`config.mk`:
```
export PLATFORM = sky130hd
export DESIGN_NAME = step_reply_tx
export DESIGN_NICKNAME = d
export VERILOG_FILES = /design/src/rtl/step_reply_tx.sv
export SDC_FILE = /design/constraint.sdc
export NUM_CORES = 1
export LEC_CHECK = 0
export BUFFER_PORTS_ARGS = -buffer_cell sky130_fd_sc_hd__buf_4
export CORE_MARGIN = 2
export CORE_UTILIZATION = 40
export CTS_BUF_LIST = sky130_fd_sc_hd__clkbuf_16
export DETAILED_ROUTE_END_ITERATION = 16
export PLACE_DENSITY = 0.69
export SYNTH_ARGS = -nofsm -noshare
export SYNTH_HDL_FRONTEND = slang
export SYNTH_SLANG_ARGS = --single-unit
export TNS_END_PERCENT = 1
```
`constraint.sdc`:
```
create_clock -name clk -period 2 [get_ports clk]
set_input_delay 0.2 -clock clk [delete_from_list [all_inputs] [get_ports clk]]
set_output_delay 0.2 -clock clk [all_outputs]
set_load 0.005 [all_outputs]
```
`src/rtl/step_reply_tx.sv`:
```
// step_reply_tx
//   Sends the reply frame for a debug-link command. A one-cycle request
//   latches a 32-bit debug word. The block then sends five UART 8N1 bytes,
//   LSB-first within each byte: the echo byte, then the word MSB-first.
//
// Ports
//   clk      system clock, rising edge
//   rst_n    asynchronous active-low reset
//   inStart  frame request, only looked at while idle
//   inDato   debug word, captured on the accepting edge
//   outTx    registered serial line, idle high
//   outBusy  high while a frame is on the line
//   outDone  one-cycle pulse in the cycle after the last stop bit
module step_reply_tx #(
    parameter int          CLKS_PER_BIT = 5208,
    parameter logic [7:0]  ECHO_BYTE    = 8'h73
) (
    input  logic        clk,
    input  logic        rst_n,
    input  logic        inStart,
    input  logic [31:0] inDato,
    output logic        outTx,
    output logic        outBusy,
    output logic        outDone
);

    localparam int            CW   = $clog2(CLKS_PER_BIT);
    localparam logic [CW-1:0] LAST = CW'(CLKS_PER_BIT - 1);

    typedef enum logic [1:0] {IDLE, START, DATA, STOP} state_t;

    state_t        state, state_n;
    logic [CW-1:0] cnt, cnt_n;
    logic [2:0]    bit_idx, bit_n;
    logic [2:0]    byte_idx, byte_n;
    logic [39:0]   frame, frame_n;
    logic          tx, tx_n;
    logic          busy, busy_n;
    logic          done, done_n;

    // The byte on the wire is always the top byte of the frame register.
    // The register shifts left by one byte at each stop-to-start hand-off.
    logic [7:0] cur_byte;
    logic       bit_end;

    assign cur_byte = frame[39:32];
    assign bit_end  = (cnt == LAST);

    always_ff @(posedge clk or negedge rst_n) begin
        if (!rst_n) begin
            state    <= IDLE;
            cnt      <= '0;
            bit_idx  <= '0;
            byte_idx <= '0;
            frame    <= '0;
            tx       <= 1'b1;
            busy     <= 1'b0;
            done     <= 1'b0;
        end else begin
            state    <= state_n;
            cnt      <= cnt_n;
            bit_idx  <= bit_n;
            byte_idx <= byte_n;
            frame    <= frame_n;
            tx       <= tx_n;
            busy     <= busy_n;
            done     <= done_n;
        end
    end

    // Every output is computed one cycle ahead, so outTx comes straight from a flop.
    always_comb begin
        state_n = state;
        cnt_n   = cnt;
        bit_n   = bit_idx;
        byte_n  = byte_idx;
        frame_n = frame;
        tx_n    = tx;
        busy_n  = busy;
        done_n  = 1'b0;

        case (state)
            IDLE: begin
                if (inStart) begin
                    state_n = START;
                    frame_n = {ECHO_BYTE, inDato};
                    byte_n  = '0;
                    cnt_n   = '0;
                    tx_n    = 1'b0;
                    busy_n  = 1'b1;
                end
            end
            START: begin
                if (bit_end) begin
                    cnt_n   = '0;
                    bit_n   = '0;
                    state_n = DATA;
                    tx_n    = cur_byte[0];
                end else begin
                    cnt_n = cnt + CW'(1);
                end
            end
            DATA: begin
                if (bit_end) begin
                    cnt_n = '0;
                    if (bit_idx == 3'd7) begin
                        state_n = STOP;
                        tx_n    = 1'b1;
                    end else begin
                        bit_n = bit_idx + 3'd1;
                        tx_n  = cur_byte[bit_idx + 3'd1];
                    end
                end else begin
                    cnt_n = cnt + CW'(1);
                end
            end
            STOP: begin
                if (bit_end) begin
                    cnt_n = '0;
                    if (byte_idx != 3'd4) begin
                        byte_n  = byte_idx + 3'd1;
                        frame_n = {frame[31:0], 8'h00};
                        state_n = START;
                        tx_n    = 1'b0;
                    end else begin
                        // The line is already high from the stop bit, so only the flags change.
                        state_n = IDLE;
                        busy_n  = 1'b0;
                        done_n  = 1'b1;
                    end
                end else begin
                    cnt_n = cnt + CW'(1);
                end
            end
            default: state_n = IDLE;
        endcase
    end

    assign outTx   = tx;
    assign outBusy = busy;
    assign outDone = done;

endmodule

```
Yosys cells after proc, flatten, opt, wreduce, memory -nomap -nowiden
Cells that the tools add are included.
{"block": "totals", "latchBits": 0, "word_cells": 73, "ramBits": 0, "output_inout_bits": 3, "n_memories": 0, "rom_bits": 0, "reg_bits": 64}
{"block": "classes", "add_sub_neg": 3, "n_div": 0, "bitwise_logic": 0, "reduce_logical": 9, "n_eq_ne": 14, "multipliers": 0, "n_lt_le_gt_ge": 1, "shifts": 0, "muxes": 38}
{"op": "2-to-1 mux 40 bit", "n": 3}
{"op": "case mux 40 bit (2 select lines)", "n": 1}
{"op": "2-to-1 mux 13 bit", "n": 2}
{"op": "case mux 13 bit (2 select lines)", "n": 1}
{"op": "2-to-1 mux 3 bit", "n": 6}
{"op": "inequality test 2 bit (second input constant)", "n": 8}
{"op": "2-to-1 mux 1 bit", "n": 14}
{"op": "adder 13 x 1 -> 13 bit (second input constant)", "n": 1}
{"op": "== test 13 bit (second input constant)", "n": 1}
{"op": "case mux 3 bit (2 select lines)", "n": 2}
{"op": "AND reduction 4 bit", "n": 3}
{"op": "2-to-1 mux 2 bit", "n": 5}
{"op": "AND reduction 5 bit", "n": 2}
{"op": "case mux 2 bit (4 select lines)", "n": 1}
{"op": "adder 3 x 1 -> 3 bit (second input constant)", "n": 2}
{"op": "== test 2 bit (second input constant)", "n": 2}
{"op": "< comparator 3 x 4 -> 1 bit (second input constant)", "n": 1}
{"op": "case mux 1 bit (4 select lines)", "n": 1}
{"op": "nonzero test 2 bit", "n": 2}
{"op": "binary-select mux 1 bit (select 3 bit)", "n": 1}
{"op": "== test 3 bit (second input constant)", "n": 1}
{"op": "inequality test 3 bit (second input constant)", "n": 1}
{"op": "OR reduction 3 bit", "n": 1}
{"op": "== test 2 x 1 -> 1 bit (second input constant)", "n": 1}
{"op": "2 further kinds", "n": 2}

Logic depth before layout (Yosys ltp)
Gate-level depths: netlist of the first run.
{"block": "depth", "ltp_word": 6, "mapped_depth": 9, "depth_no_buf": 7}

Worst setup path before layout of the first run
OpenSTA, ideal clock, no wires.
{"block": "synth_path", "path_kind": "reg-to-reg", "from": "register cnt[0]", "to": "register frame[27]", "slack_ns": 0.056, "arrival_ns": 1.819, "t_required_ns": 1.875, "setup_time_ns": 0.125, "path_buffers": 3, "stages_incl_launch_ff": 10, "cell_sequence": "dfrtp_1 > ha_1 > and4_1 > and3_1 > buf_4 > nand2_4 > a21oi_4 > buf_6 > buf_12 > mux2_4"}
{"block": "synth_between", "elab_chain_len": 3}
{"element": "start, declared", "line_no": "33", "rtl": "logic [CW-1:0] cnt, cnt_n;"}
{"element": "start signal, assigned", "line_no": "61", "rtl": "cnt <= cnt_n;"}
{"element": "== test 13 bit", "line_no": "47", "rtl": "assign bit_end = (cnt == LAST);"}
{"element": "inequality test 2 bit (no source line)"}
{"element": "AND reduction 4 bit (no source line)"}
{"element": "end signal, assigned", "line_no": "64", "rtl": "frame <= frame_n;"}
{"element": "end, declared", "line_no": "36", "rtl": "logic [39:0] frame, frame_n;"}
No other way between the ends.
A chain may end at the register's enable or synchronous reset.

Worst setup path after layout of the first run
{"block": "layout_path", "from": "register cnt[8]", "to": "register frame[20]"}
The elaborated chain is that of the path after synthesis.

==> results.yml, run 1 <==
global_routing:
  grt_pass1_vias: 2320
  track_usage_pct: 15.7
  grt-ovfl-total: 0
  grt_max_degree: 65
  grt_pass1_wl_mm: 10.7
  antenna_found_initial: 0
pwr:
  switchingPower_mw: 1.67
  power_frac_seq_pct: 35.3
  ir_worst_vdd_mv: 0.711
  combPwrFrac_pct: 35.4
  power.leakage_nw: 1.78
  clkPwrFrac_pct: 29.4
  powerDensity_nw_per_um2: 1380
  p_int_mw: 3.87
  p_sw_share_pct: 30.2
sta:
  tightest_slew_ns: 0.788
  finalClockSkew_ns: 0.00772
  finalSetupViolations: 0
  finalHoldViolCount: 0
  max_freq_ghz: 0.523
  min_period_over_period_pct: 95.6
  maxSlewViolCount: 0
  tns_ns: 0
  fin_crit_ns: 1.91
  slew-limit-headroom_pct: 47.5
yosys:
  synth_area_um2: 3240
  synthFlopType: "dfrtp_1"
  async_flop_share_pct: 100
  synth_edf_count: 0
  synthCells: 270
  synth_nets: 315
  ys_warn_count: 0
  ys_ff_latch: 64
  synth_top_area_share_pct: 48.7
  yosysTopAreaCell: "dfrtp_1"
  yosysMostFrequentCell: "dfrtp_1"
  ys_top_cells_by_area: "dfrtp_1 49%, mux2_2 16%, ha_1 3.9%"
  yosys-top-cells-count: "63 x dfrtp_1, 45 x mux2_2, 21 x nor2_1, 16 x nand2_1, 13 x a22o_1"
  seq_area_frac_synth_pct: 49.5
  yosysUniqueCellTypes: 47
  avgSynthCellArea_um2: 12.0
clock_network:
  htree_num_levels: 3
  cts_buffer_depth: 2
  clock_latency_ns: 0.32
  cts_root_buffer: "clkbuf_16"
  cts_setup_buffers: 0
  cts_sinks: 64
  cts_buffers: 9
  clk_pin_slew_ns: 0.06
  cts_tree: "built"
worst_setup_path:
  end_kind: "register"
  path_class: "register to register"
  ff2ff_path_depth: 6
  critPathLaunchType: "register"
  crit_fanout: 29
  cp.arrival_ns: 2.12
  cp.required_ns: 2.20
floorplan:
  die_w_um: 94.0
  top_level_ports: 38
  row_count: 32
  dieArea_um2: 8830
  die_h_um: 94.0
  core_area_um2: 7770
  start_util_pct: 41.7
placement:
  place_congestion: 0.763
  dp.cells: 409
  port_buffers: 37
  hpwl_mm: 4.26
finish:
  layout-drive-gt1-share_pct: 38.6
  syn2layout_area_growth_pct: 24.1
  num_antenna_cells: 0
  nNetsFinal: 364
  fin_util_pct: 51.8
  final_cells: 426
drt:
  drtIter0Drc: 82
  num_vias: 2218
  totalWireLength_mm: 6.26
  wl_per_cell_um: 14.7
  ant_nets: 0
  via_per_inst: 5.21
  drt_first_pass_iters: 6
  drc_errors: 0
status:
  outcome: "finished clean"
hold_path:
  hold_path_class: "input port to register"
  min_path_cells: 2
job:
  maxCapViolCount: 0
## kinds of logic (layout without fill, tap and decap cells)
family / after synthesis / count (layout) / synth area share, %
buf+inv: 19 / 73 / 3.28
flops: 64 / 64 / 49.5
fa+ha+maj: 10 / 10 / 3.86
compound gates: 45 / 45 / 10.4
simple gates: 68 / 68 / 11.1
mux: 53 / 53 / 18.9
xor+xnor: 11 / 11 / 2.97
## critical path, cell delays in order (launching register included)
cell and delay, ns:
dfrtp_1 0.41, nor4_2 0.30, and3_4 0.27, nand2_4 0.06, a21oi_4 0.16, buf_12 0.21, mux2_2 0.36
## repair_timing
action / in CTS / in global routing
hold endpoints to repair: 1 / 0
hold buffers: 1 / 0
cloned: 0 / 0
setup endpoints to repair: 1 / 37
resized for setup: 1 / 6
## layout by cell type, fill, tap and decap left out, drive strengths merged, types with 2 or more instances in the layout
cell and instances:
a21o 2, a21oi 5, a22o 13, and3 4
and4 3, and4bb 2, buf 50, bufinv 2
clkbuf 9, clkinv 2, clkinvlp 2, dfrtp 63
ha 10, inv 7, mux2 50, mux2i 3
nand2 17, nand2b 3, nand3 7, nand4 3
nor2 21, nor4 2, o21ai 8, o22a 3
o22ai 2, o31ai 4, xnor2 2, xor2 9
## power groups by stage
stage	Combinational, mW	Sequential, mW	Clock, mW
2_1_floorplan	1.52	1.90	0
3_3_place_gp	1.91	1.95	0
3_5_place_dp	1.96	1.97	0
4_1_cts	1.98	1.96	1.66
5_1_grt	2.17	2.01	1.71
6_report	1.96	1.95	1.63
## per-stage QoR
| stage | area (µm²) | power (mW) | setup WS (ns) | hold slack, ns |
|---|---|---|---|---|
| after floorplan | 3240 | 3.42 | 0.0561 | -0.0956 |
| after global placement | 3680 | 3.86 | 0.0797 | 0.350 |
| after detailed placement | 3680 | 3.93 | 0.00651 | 0.342 |
| after CTS | 4010 | 5.60 | 0.0251 | 0.0852 |
| after global routing | 4020 | 5.89 | -0.00639 | 0.0867 |
| final | 4020 | 5.54 | 0.0887 | 0.0924 |
## worst paths after layout
| kind | startpoint | end | slack (ns) |
|---|---|---|---|
| worst max-delay path | cnt[8]$_DFFE_PN0P_ | frame[20]$_DFFE_PN0P_ | 0.09 |
| worst min-delay path | inDato[2] | frame[2]$_DFFE_PN0P_ | 0.09 |
| worst max register to register | cnt[8]$_DFFE_PN0P_ | frame[20]$_DFFE_PN0P_ | 0.09 |
| worst min register to register | frame[5]$_DFFE_PN0P_ | frame[5]$_DFFE_PN0P_ | 0.50 |
| max in group asynchronous | rst_n | frame[4]$_DFFE_PN0P_ | 0.98 |
| min in group asynchronous | rst_n | frame[24]$_DFFE_PN0P_ | 0.51 |
## layout make-up
| class | instances | area (µm²) |
|---|---|---|
| fill | 712 | 3750 |
| clock inverter | 7 | 87.6 |
| clock buffer | 9 | 225 |
| timing repair buffer | 51 | 410 |
| inverter | 6 | 22.5 |
| tap | 102 | 128 |
| sequential | 64 | 1600 |
| multi-input combinational | 187 | 1550 |
## layer usage
metal	vias up	part of all wire, %	GRT usage, %
met1	1103	45	20.2
met4	0	0.96	4.83
met5	-	0	0
met2	39	50	25.4
met3	6	4.1	4.82
li1	1070	-	-
## flip-flops by register name, indices dropped and copies added, names as in the netlist
signal and cells:
frame 40, cnt 13, bit_idx 3, byte_idx 3, state 2, outBusy 1
outDone 1, outTx 1
(Power assumes the default switching activity.)
==> run 2, diff against run 1 <==
- GPL_TIMING_DRIVEN: not set -> 1
- PLACE_DENSITY: 0.69 -> 0.66
- SETUP_SLACK_MARGIN: not set -> 0.5
- clock period: 2 -> 1.95 ns (I/O delays scaled with it)
==> run 2 against run 1 <==
Register-to-register slack worse by 0.08 ns. Routed wire length is 13% higher. Worst setup slack worse by 0.083 ns. Hold slack worse by 0.022 ns. Utilization is 3.3 points higher. Sequential cell count stayed put. Sequential power is 4% higher. Clock power is 9% lower. Non-clock buffer count is 15 higher. Critical path type unchanged. Critical endpoint is now frame[10]$_DFFE_PN0P_. Largest power group unchanged.
==> results.yml, run 2 (synthesis gave the netlist of run 1 again) <==
finish:
  num_antenna_cells: 0
  largest_reg_flops: 40
  final_common_cell: "dfrtp_1"
  largest_register: "frame"
  syn2layout_area_growth_pct: 32.1
  final_cells: 441
  layout_common_cells: "60 x dfrtp_1, 56 x buf_4, 30 x mux2_2"
  fin_util_pct: 55.1
  reg_top3: "frame: 40 flops, cnt: 13 flops"
  nNetsFinal: 379
  layout-drive-gt1-share_pct: 43.7
global_routing:
  antenna_found_initial: 0
  grt-ovfl-total: 0
  grt_max_degree: 65
  grt_pass1_wl_mm: 11.3
  grt_pass1_vias: 2429
  track_usage_pct: 16.4
clock_network:
  clk_pin_slew_ns: 0.06
  cts_root_buffer: "clkbuf_16"
  cts_sinks: 64
  htree_num_levels: 3
  cts_buffer_depth: 2
  cts_buffers: 9
  cts_tree: "built"
  clock_latency_ns: 0.33
pwr:
  powerDensity_nw_per_um2: 1450
  p_sw_share_pct: 32.0
  combPwrFrac_pct: 43.6
  switchingPower_mw: 1.99
  power_frac_seq_pct: 32.5
  ir_worst_vdd_mv: 0.688
  power.leakage_nw: 1.92
  clkPwrFrac_pct: 23.9
  p_int_mw: 4.23
drt:
  wl_per_cell_um: 16.0
  ant_nets: 0
  drc_errors: 0
  num_vias: 2327
  drtIter0Drc: 81
  drt_first_pass_iters: 4
  via_per_inst: 5.28
  totalWireLength_mm: 7.04
status:
  outcome: "finished clean"
sta:
  maxSlewViolCount: 0
  min_period_over_period_pct: 99.7
  worst_slack_ns: 0.00603
  max_freq_ghz: 0.514
  finalSetupViolations: 0
  fin_crit_ns: 1.94
  finalHoldViolCount: 0
  finalClockSkew_ns: 0.00908
  slew-limit-headroom_pct: 46.6
  rsz0062_at_grt: "true"
  tightest_slew_ns: 0.801
worst_setup_path:
  worstReg2RegStart: "cnt[3]$_DFFE_PN0P_"
  rr_endpoint: "frame[10]$_DFFE_PN0P_"
  ff2ff_path_depth: 7
  r2r_setup_slack_ns: 0.006
  cp.required_ns: 2.17
  path_class: "register to register"
  end_kind: "register"
  cp.arrival_ns: 2.16
  critPathLaunchType: "register"
  crit_fanout: 7
floorplan:
  top_level_ports: 38
  die_h_um: 94.0
  dieArea_um2: 8830
  core_area_um2: 7770
  start_util_pct: 41.7
  die_w_um: 94.0
  row_count: 32
placement:
  place_congestion: 0.777
  dp.cells: 408
  port_buffers: 37
  dp_worst_setup_slack_ns: 0.0179
  hpwl_mm: 4.37
hold_path:
  hold_path_startpoint: "inDato[3]"
  hold_end: "frame[3]$_DFFE_PN0P_"
  hold_path_class: "input port to register"
  min_path_cells: 2
job:
  maxCapViolCount: 0
==> run 2: cell count changes in the layout (fill, tap and decap cells not counted), moves of 3 or more <==
| cell | previous run | this run |
|---|---|---|
| mux2_2 | 45 | 30 |
| mux2_4 | 5 | 20 |
| buf_4 | 48 | 56 |
| clkinv_4 | 0 | 4 |
| dfrtp_1 | 63 | 60 |
| dfrtp_2 | 0 | 3 |
==> run 2: cell type report <==
| cell class | instances | area, µm² |
|---|---|---|
| Fill cell | 686 | 3490 |
| Multi-Input combinational cell | 187 | 1650 |
| Sequential cell | 64 | 1610 |
| Timing Repair Buffer | 66 | 593 |
| Clock buffer | 9 | 225 |
| Tap cell | 102 | 128 |
| Clock inverter | 7 | 56.3 |
| Inverter | 6 | 22.5 |
==> run 2: worst max path at each step <==
| stage | start | end | cells after the start |
|---|---|---|---|
| floorplan | cnt[0]$_DFFE_PN0P_ | frame[27]$_DFFE_PN0P_ | 9 |
| global placement | cnt[1]$_DFFE_PN0P_ | frame[16]$_DFFE_PN0P_ | 7 |
| detailed placement | state[0]$_DFFE_PN0P_ | frame[4]$_DFFE_PN0P_ | 5 |
| CTS | cnt[1]$_DFFE_PN0P_ | frame[22]$_DFFE_PN0P_ | 7 |
| global route | cnt[3]$_DFFE_PN0P_ | frame[20]$_DFFE_PN0P_ | 7 |
| finish | cnt[3]$_DFFE_PN0P_ | frame[10]$_DFFE_PN0P_ | 7 |
==> run 2: repair_timing <==
item,CTS,global route
pin swaps,1,14
hold buffers,1,0
gates cloned,0,2
endpoints found under the setup margin,63,64
endpoints found under the hold margin,50,0
setup buffers,0,14
gates resized for setup,3,36
==> run 2: per-layer routing <==
layer	vias up	share of wire [%]	GRT usage (%)
met5	-	0	0
met4	0	1.7	6.64
met3	12	3.2	3.61
met2	53	47	24.8
met1	1159	48	23.0
li1	1103	-	-
==> run 2: through the flow <==
| step | power, mW | hold WS (ns) | instance area, µm² | setup TNS, ns |
|---|---|---|---|---|
| final | 6.22 | 0.0702 | 4280 | 0 |
| after floorplan | 3.52 | -0.101 | 3250 | 0 |
| after global placement | 3.98 | 0.348 | 3680 | 0 |
| after global routing | 6.60 | 0.0832 | 4280 | -0.746 |
| after detailed placement | 4.06 | 0.343 | 3680 | 0 |
| after CTS | 5.57 | 0.0648 | 3980 | 0 |
==> run 2: critical path, stage by stage, from the launching register on <==
cell	delay, ns
dfrtp_2	0.43
nor4_4	0.29
and3_4	0.24
nand2_4	0.06
a21oi_4	0.21
buf_6	0.15
clkbuf_16	0.16
mux2_4	0.30
==> run 2: power groups by stage <==
stage,clock (mW),combinational [mW],sequential (mW)
after floorplan,0,1.58,1.95
after global placement,0,1.97,2.01
after detailed placement,0,2.03,2.02
after CTS,1.52,2.04,2.00
after global routing,1.58,2.94,2.08
final,1.49,2.71,2.02
==> run 3, diff against run 2 <==
- ABC_AREA: not set -> 1
==> run 3 against run 2 <==
First-iteration DRC count up 140%. Via count is 29% higher. Routed wire length increased by 13%. Worst setup slack better by 0.30 ns. Power grew 5.2%. Clock power decreased by 5%. Utilization is 2.0 points lower. Die area rose by 2.2%. Fmax up 18%. Combinational power is 14% higher. Global-route usage grew 1.5 points. Sequential share of layout area decreased by 0.37 points. Largest cell class unchanged. Largest power group unchanged.
==> results.yml, run 3 <==
status:
  outcome: "finished clean"
floorplan:
  dieArea_um2: 9030
  row_count: 33
  die_h_um: 95.0
  die_w_um: 95.0
  core_area_um2: 8130
  top_level_ports: 38
  start_util_pct: 40.7
global_routing:
  grt_pass1_vias: 2842
  grt_use_met2_pct: 29.9
  track_usage_pct: 17.9
  grt-busiest-layer: "met2"
  grt_max_degree: 65
  gr-usage-met1_pct: 23.5
  grt_pass1_wl_mm: 12.7
  grt-ovfl-total: 0
  antenna_found_initial: 0
  grt_use_met3_pct: 3.24
finish:
  final_cells: 615
  final_area_um2: 4320
  layout-drive-gt1-share_pct: 23.3
  fin_util_pct: 53.1
  fill_cells: 740
  layout_common_cells: "223 x nand2_1, 61 x dfrtp_1, 56 x buf_4"
  syn2layout_area_growth_pct: 30.4
  reg_top3: "frame: 40 flops, cnt: 13 flops"
  nNetsFinal: 552
  num_antenna_cells: 0
  final_common_cell: "nand2_1"
  largest_reg_flops: 40
  largest_register: "frame"
drt:
  ant_nets: 0
  num_vias: 2991
  drc_errors: 0
  drt_first_pass_iters: 4
  drtIter0Drc: 195
  via_per_inst: 4.86
  wl_per_cell_um: 12.9
  totalWireLength_mm: 7.94
placement:
  place_area_um2: 3720
  hpwl_mm: 4.76
  dp_worst_setup_slack_ns: 0.224
  port_buffers: 37
  place_congestion: 0.801
  dp.cells: 576
pwr:
  powerDensity_nw_per_um2: 1520
  totalPowerFinal_mw: 6.55
  power.leakage_nw: 2.25
  ir_worst_vdd_mv: 0.657
hold_path:
  hold_path_startpoint: "inDato[5]"
  hold_path_class: "input port to register"
  hold_end: "frame[5]$_DFFE_PN0P_"
  min_path_cells: 3
yosys:
  yosysUniqueCellTypes: 32
  async_flop_share_pct: 100
  synth_edf_count: 0
  yosys-top-cells-count: "228 x nand2_1, 63 x dfrtp_1, 32 x inv_1, 22 x nor2_1, 18 x nand3_1"
  yosysTopAreaCell: "dfrtp_1"
  ys_warn_count: 0
  synth_area_um2: 3310
  avgSynthCellArea_um2: 7.50
  synthCells: 442
  yosysMostFrequentCell: "nand2_1"
  ys_ff_latch: 64
  synth_top_area_share_pct: 47.6
  synthFlopType: "dfrtp_1"
  seq_area_frac_synth_pct: 48.4
  synth_nets: 487
  ys_top_cells_by_area: "dfrtp_1 48%, nand2_1 26%, ha_1 3.8%"
sta:
  maxSlewViolCount: 0
  tightest_slew_ns: 0.829
  slew-limit-headroom_pct: 44.8
  tns_ns: 0
  max_freq_ghz: 0.608
  rsz0062_at_grt: "true"
  fin_crit_ns: 1.64
  min_period_over_period_pct: 84.3
  whs_ns: 0.0626
  worst_slack_ns: 0.306
  finalSetupViolations: 0
  finalHoldViolCount: 0
  finalClockSkew_ns: 0.00849
worst_setup_path:
  critPathLaunchType: "register"
  cp.required_ns: 2.15
  cp.arrival_ns: 1.85
  worstReg2RegStart: "state[1]$_DFFE_PN0P_"
  ff2ff_path_depth: 9
  crit_fanout: 10
  path_class: "register to register"
  end_kind: "register"
  rr_endpoint: "frame[16]$_DFFE_PN0P_"
  r2r_setup_slack_ns: 0.31
clock_network:
  cts_buffers: 9
  clk_pin_slew_ns: 0.05
  cts_sinks: 64
  cts_buffer_depth: 2
  cts_root_buffer: "clkbuf_16"
  htree_num_levels: 3
  cts_tree: "built"
  clock_latency_ns: 0.33
job:
  maxCapViolCount: 0
==> run 3: cell types whose count changed in the layout (fill, tap and decap cells not counted), moves of 5 or more <==
cell	before	now
a22o_1	13	2
inv_1	6	26
xor2_1	9	1
mux2_4	20	0
mux2_2	30	0
nand2_1	16	223
nand2_2	0	5
a21oi_1	4	9
nand3_1	7	17
inv_2	0	9
o21ai_1	2	7
nor3_1	0	6
==> run 3: how the worst max path moves through the flow <==
stage                              endpoint  slack (ns)  cells after the start               startpoint
finish                frame[16]$_DFFE_PN0P_        0.31                      9     state[1]$_DFFE_PN0P_
global route        byte_idx[2]$_DFFE_PN0P_        0.20                     10  byte_idx[1]$_DFFE_PN0P_
CTS                   frame[16]$_DFFE_PN0P_        0.34                      8     state[1]$_DFFE_PN0P_
detailed placement       cnt[8]$_DFFE_PN0P_        0.22                      8     state[1]$_DFFE_PN0P_
global placement         cnt[8]$_DFFE_PN0P_        0.23                      8     state[0]$_DFFE_PN0P_
floorplan             frame[12]$_DFFE_PN0P_        0.46                     10     state[1]$_DFFE_PN0P_
==> run 3: kinds of logic after synthesis <==
family	after synthesis	synth area share, %
compound gates	30	5.06
xor+xnor	1	0.264
fa+ha+maj	10	3.78
buf+inv	47	6.27
flops	64	48.4
simple gates	290	36.3
==> run 3: what timing repair did <==
| action | in CTS | in global routing |
|---|---|---|
| buffers inserted | 10 | 7 |
| gates cloned | 0 | 7 |
| hold buffers | 1 | 0 |
| gates resized for setup | 16 | 15 |
| hold endpoints to repair | 18 | 0 |
| pin swaps | 7 | 6 |
| endpoints found under the setup margin | 62 | 63 |
==> run 3: final cells by class <==
type	instances	area (µm²)	share of cell area [%]
Clock buffer	9	225	5.21
Clock inverter	5	27.5	0.637
Inverter	35	144	3.33
Multi-Input combinational cell	332	1630	37.8
Sequential cell	64	1610	37.2
Tap cell	105	131	3.04
Timing Repair Buffer	63	534	12.4
Timing Repair inverter	2	17.5	0.406
==> run 3: layer usage <==
| layer | vias to the layer above | part of all wire [%] |
|---|---|---|
| li1 | 1517 | - |
| met1 | 1401 | 47 |
| met2 | 64 | 48 |
| met3 | 9 | 3.7 |
| met4 | 0 | 1.2 |
| met5 | - | 0 |
==> run 3: critical path: stages (launching register included) <==
cell and delay, ns:
dfrtp_2 0.40, ha_2 0.20, buf_4 0.14, nor2_4 0.05, nor3_4 0.18, buf_4 0.17, nand2_8 0.08, buf_12 0.15
nand2_1 0.07, nand2_1 0.07
==> run 3: power by group <==
group / internal (mW) / switching [mW] / leakage (nW)
clock network: 0.833 / 0.573 / 0.122
logic: 1.25 / 1.83 / 1.31
registers: 1.81 / 0.261 / 0.811
